## src/rtl/regfile_mp.sv

```systemverilog
// regfile_mp: parametrised multi-port register file with a sequenced clear engine.
// Entry 0 reads as zero. Writes from higher-index ports override lower ones on
// address collision. Read outputs are registered and hold while re is low.
// The array has no per-entry reset so it can map onto RAM; a counter-driven
// clear zeroes entries 1..2^ADDR_W-1 after reset or when clr_i is pulsed.
// Optional feature macro: REGS_BYPASS_EN (same-edge write-to-read forwarding).
//
// Handshake: there is no valid/ready pairing on the data ports. ready_o is a
// status level: while it is low every write is dropped and every read returns
// zero; while it is high each port acts on its enable at every rising edge.
module regfile_mp #(
  parameter int DATA_W = 32,
  parameter int ADDR_W = 5,
  parameter int NUM_RD = 2,
  parameter int NUM_WR = 2
) (
  input  logic                       clk,
  input  logic                       rst,
  input  logic                       clr_i,
  output logic                       ready_o,
  output logic                       state_o,
  input  logic [NUM_WR-1:0]          we_i,
  input  logic [NUM_WR*ADDR_W-1:0]   waddr_i,
  input  logic [NUM_WR*DATA_W-1:0]   wdata_i,
  input  logic [NUM_RD-1:0]          re_i,
  input  logic [NUM_RD*ADDR_W-1:0]   raddr_i,
  output logic [NUM_RD*DATA_W-1:0]   rdata_o
);

  localparam int DEPTH = 1 << ADDR_W;

  localparam logic [0:0] S_CLEAR = 1'b0;
  localparam logic [0:0] S_READY = 1'b1;

  localparam logic [ADDR_W-1:0] CNT_FIRST = ADDR_W'(1);
  localparam logic [ADDR_W-1:0] CNT_LAST  = '1;

  logic [0:0]               state_q, state_d;
  logic [ADDR_W-1:0]        cnt_q, cnt_d;
  logic [DATA_W-1:0]        mem_q [DEPTH];
  logic [NUM_RD*DATA_W-1:0] rdata_q, rdata_d;
  logic [NUM_WR-1:0]        wen;
  logic                     clear_we;

  // Current value seen by a read of address ra: array contents, optionally
  // overridden by a same-edge write (highest-index port wins).
  function automatic logic [DATA_W-1:0] read_value(input logic [ADDR_W-1:0] ra);
    logic [DATA_W-1:0] val;
    val = mem_q[ra];
`ifdef REGS_BYPASS_EN
    for (int w = 0; w < NUM_WR; w++) begin
      if (wen[w] && (waddr_i[w*ADDR_W +: ADDR_W] == ra)) begin
        val = wdata_i[w*DATA_W +: DATA_W];
      end
    end
`endif
    return val;
  endfunction

  // Next state and clear counter: clr restarts the sweep from entry 1.
  always_comb begin
    state_d = state_q;
    cnt_d   = cnt_q;
    case (state_q)
      S_CLEAR: begin
        if (clr_i) begin
          cnt_d = CNT_FIRST;
        end else begin
          cnt_d = cnt_q + 1'b1;
          if (cnt_q == CNT_LAST) state_d = S_READY;
        end
      end
      default: begin
        if (clr_i) begin
          state_d = S_CLEAR;
          cnt_d   = CNT_FIRST;
        end
      end
    endcase
  end

  // State and counter registers, asynchronously forced into a fresh clear.
  always_ff @(posedge clk or posedge rst) begin
    if (rst) begin
      state_q <= S_CLEAR;
      cnt_q   <= CNT_FIRST;
    end else begin
      state_q <= state_d;
      cnt_q   <= cnt_d;
    end
  end

  // Effective write enables: only in READY, not on a clr edge, never entry 0.
  always_comb begin
    clear_we = (state_q == S_CLEAR) && !clr_i;
    wen      = '0;
    for (int i = 0; i < NUM_WR; i++) begin
      wen[i] = (state_q == S_READY) && !clr_i && we_i[i] &&
               (waddr_i[i*ADDR_W +: ADDR_W] != '0);
    end
  end

  // Array writes: clear sweep or port writes; later ports override earlier ones.
  always_ff @(posedge clk) begin
    if (clear_we) begin
      mem_q[cnt_q] <= '0;
    end
    for (int i = 0; i < NUM_WR; i++) begin
      if (wen[i]) begin
        mem_q[waddr_i[i*ADDR_W +: ADDR_W]] <= wdata_i[i*DATA_W +: DATA_W];
      end
    end
  end

  // Read-port next values: zero while clearing or for address 0, hold when idle.
  always_comb begin
    rdata_d = rdata_q;
    for (int r = 0; r < NUM_RD; r++) begin
      if (state_q == S_CLEAR) begin
        rdata_d[r*DATA_W +: DATA_W] = '0;
      end else if (raddr_i[r*ADDR_W +: ADDR_W] == '0) begin
        rdata_d[r*DATA_W +: DATA_W] = '0;
      end else if (re_i[r]) begin
        rdata_d[r*DATA_W +: DATA_W] = read_value(raddr_i[r*ADDR_W +: ADDR_W]);
      end
    end
  end

  // Registered read data, cleared by reset.
  always_ff @(posedge clk or posedge rst) begin
    if (rst) begin
      rdata_q <= '0;
    end else begin
      rdata_q <= rdata_d;
    end
  end

  assign ready_o = (state_q == S_READY);
  assign state_o = state_q;
  assign rdata_o = rdata_q;

endmodule

```

## config.mk

```make
export PLATFORM = sky130hd
export DESIGN_NAME = regfile_mp
export DESIGN_NICKNAME = d
export VERILOG_FILES = /design/src/rtl/regfile_mp.sv
export SDC_FILE = /design/constraint.sdc
export NUM_CORES = 2
export LEC_CHECK = 0
export BUFFER_PORTS_ARGS = -buffer_cell sky130_fd_sc_hd__buf_4
export CAP_MARGIN = 30
export CORE_ASPECT_RATIO = 0.75
export CORE_MARGIN = 2
export CORE_UTILIZATION = 40
export DETAILED_ROUTE_END_ITERATION = 10
export GPL_TIMING_DRIVEN = 1
export PLACE_DENSITY = 0.58
export SYNTH_ARGS = -nofsm -noshare
export SYNTH_HDL_FRONTEND = slang
export SYNTH_SLANG_ARGS = --single-unit
```

## constraint.sdc

```tcl
create_clock -name clk -period 8.9 [get_ports clk]
set_input_delay 2.225 -clock clk [delete_from_list [all_inputs] [get_ports clk]]
set_output_delay 2.225 -clock clk [all_outputs]
set_load 0.01 [all_outputs]
```

==> results.py <==
metrics = {
    "run_status": {
        "status": "complete, no violations",
    },
    "synthesis": {
        "ys_types": 62,
        "synth_common_cells": "nand2_1 (1,043), edfxtp_1 (1,017), o21ai_0 (1,005)",
        "synth_most_common_cell": "nand2_1",
        "synth_warnings": 0,
        "syn_area_per_cell_sq_um": 12.08,
        "synthArstFlopShare_pct": 6.440,
        "synthCells": 4996,
        "ys_ff_latch": 1087,
        "synth_edf_count": 1017,
        "synth_area_sq_um": 60360,
        "synth_area_leaders": "edfxtp_1 (51%), mux4_2 (17%), o21ai_0 (8.3%)",
        "synth_top_cell_area_share_pct": 50.60,
        "yosysSeqAreaShare_pct": 53.50,
        "synth-main-ff-cell": "edfxtp_1",
        "post-synth-top-area-cell": "edfxtp_1",
        "synth.net_count": 5089,
    },
    "floorplanning": {
        "fp-row-count": 123,
        "coreArea_sq_um": 149900,
        "start_util_pct": 40.26,
        "die_x_um": 452.5,
        "die_area_sq_um": 154000,
        "fp.dieH_um": 340.4,
        "io_pins": 157,
    },
    "setup_path": {
        "crit_required_ps": 9310,
        "cp_max_fo": 35,
        "cp_common_cell": "buf_4",
        "reg2regPathDepth": 7,
        "worstPathArrival_ps": 5220,
        "endpoint_kind": "flop",
        "critPathLaunchType": "input port",
        "cp_cell_sequence": "buf_4 > and3b_1 > o21a_2 > a21oi_2 > buf_4 > o21bai_4 > buf_4",
        "worstSetupPathType": "in -> reg",
        "slowest_stage": "o21a_2",
        "cp_slowest_stage_delay_ps": 810,
        "cp_top_family": "compound AO/OA/AOI/OAI gates",
        "rr_endpoint": "mem_q[4][30]",
        "rrSetupSlack_ps": 5030,
        "critPathBufInv": 3,
        "r2r_start": "ready_o",
    },
    "placement": {
        "dp_cells": 6680,
        "dpl_cell_area_sq_um": 63410,
        "io_buffers": 156,
        "gp_congestion": 0.8733,
        "dp_hpwl_um": 132500,
    },
    "routing": {
        "vias": 43568,
        "avgRoutedWirePerCell_um": 31.39,
        "drt-pass1-iter-count": 5,
        "drt_wl_total_um": 216800,
        "ant_nets": 0,
        "drt-initial-drc-count": 5742,
        "drc_errors": 0,
        "viasPerCell": 6.310,
    },
    "clock_network": {
        "cts-resized-gates": 0,
        "cts_buffers": 116,
        "ctsHoldBuffers": 0,
        "cts.htree.levels": 3,
        "cts_tree": "done",
        "path_clk_slew_ps": 60,
        "cts_setup_buffers": 0,
        "clk_root_buffer_cell": "clkbuf_16",
        "clock_path_buffers": 3,
        "clkLatencyLatePin_ps": 760,
        "cts_sinks": 1087,
    },
    "hold_path": {
        "worstHoldStart": "rdata_o[17]",
        "hp-class": "reg -> reg",
        "hold_path_depth": 2,
        "whs_endpoint": "rdata_o[17]",
    },
    "global_routing": {
        "grt_max_degree": 110,
        "gr-total-overflow": 0,
        "antenna_found_initial": 6,
        "grt_usage_pct": 27.91,
        "grt_pass1_vias": 41961,
        "grt_pass1_wl_um": 310600,
    },
    "timing": {
        "worst_slew_pin_slew_ps": 1038,
        "rsz0062_at_grt": "no",
        "holdWs_ps": 507.9,
        "finalClockSkew_ps": 19.20,
        "final.period_utilization_pct": 54.10,
        "drv_slew": 0,
        "finalSetupViolCount": 0,
        "max_freq_mhz": 207.7,
        "timing_hold_violations_final": 0,
        "fin_crit_ps": 4815,
        "tns_ps": 0,
        "maxSlewHeadroom_pct": 30.81,
    },
    "final_layout": {
        "fin_cells": 6905,
        "nets": 4893,
        "post-route-cell-area_sq_um": 67520,
        "layout-drive-gt1-share_pct": 22.38,
        "syn2layout_area_growth_pct": 11.87,
        "nFillCells": 13412,
    },
    "pwr": {
        "p_leak_nw": 20.74,
        "p_per_area_nw_per_um2": 172.6,
        "vdd_ir_drop_max_uv": 148.4,
    },
    "job": {
        "maxCapViolations": 0,
    },
}
sequential cells by signal, summed over array words and instances (netlist names):
signal	count
cnt_q	5
mem_q	1017
rdata_o	64
ready_o	1
stage by stage:
step	total power, mW	util [%]	setup slack, ps
6_report	11.66	45.04	4085
5_1_grt	11.90	45.04	3970
4_1_cts	11.67	45.02	4087
3_5_place_dp	6.503	42.30	3287
3_3_place_gp	6.497	42.06	3399
2_1_floorplan	6.190	-	2644
area by class of cell:
cell class	count	area, sq um	area share, %
sequential	1087	32290	47.83
multi-input combinational	3254	25830	38.25
clock buffer	153	3162	4.683
timing repair buffer	307	2690	3.984
tap	2000	2502	3.706
clock inverter	67	907.1	1.344
inverter	34	130.1	0.1927
antenna	3	7.507	0.01112
worst max-delay path by stage:
stage | start | end | cells after the start | slack (ps)
after floorplan | waddr_i[3] | mem_q[23][0] | 6 | 2640
after global placement | clr_i | mem_q[4][18] | 7 | 3400
after detailed placement | clr_i | mem_q[4][18] | 7 | 3290
after CTS | clr_i | mem_q[4][18] | 7 | 4090
after global routing | clr_i | mem_q[4][24] | 7 | 3970
final | clr_i | mem_q[4][30] | 7 | 4090
power by group:
group          switching, mW  internal, mW
registers             0.0214          5.56
clock network           2.19          3.06
logic                  0.523         0.302
metal layers:
layer	vias up	GRT usage, %	wire length (um)	part of all wire (%)
li1	18580	-	-	-
met2	2595	42.02	97370	45
met3	444	6.053	22940	11
met4	6	13.62	11550	5.3
met5	-	0	40	0.018
met1	21943	38.40	84870	39
worst min-delay path, cell delays in order, from the launching register on:
cell and delay [ps]:
dfrtp_1 360, nand2_1 60, nand4_1 60
logic make-up after synthesis:
family	Yosys count	synth area share (%)
compound gates	1390	13.47
xor+xnor	3	0.04354
fa+ha+maj	2	0.04145
buf+inv	655	4.851
flops	1087	53.50
mux	641	20.03
simple gates	1218	8.062
layout by cell type, fill, tap and decap left out, types with 6 or more instances in the layout:
master	count
mux2_2	62
nor2_1	56
clkbuf_16	116
a2111o_1	8
o221ai_1	42
nor3_1	22
clkinv_1	12
a21oi_1	25
a32o_1	12
inv_1	33
a211o_1	13
buf_4	280
mux2i_1	132
bufinv_16	19
o21bai_4	23
clkinv_2	18
buf_16	12
nand2b_1	8
dfrtp_1	69
a221oi_1	8
mux4_2	447
clkinvlp_4	6
edfxtp_1	1017
o21ai_0	1004
o31ai_4	8
a22o_1	101
nor2b_4	7
buf_12	8
clkbuf_1	25
nor2b_1	11
clkbuf_8	12
nor3_2	25
nand2_1	1041
a22oi_1	123
(Power assumes the default switching activity.)
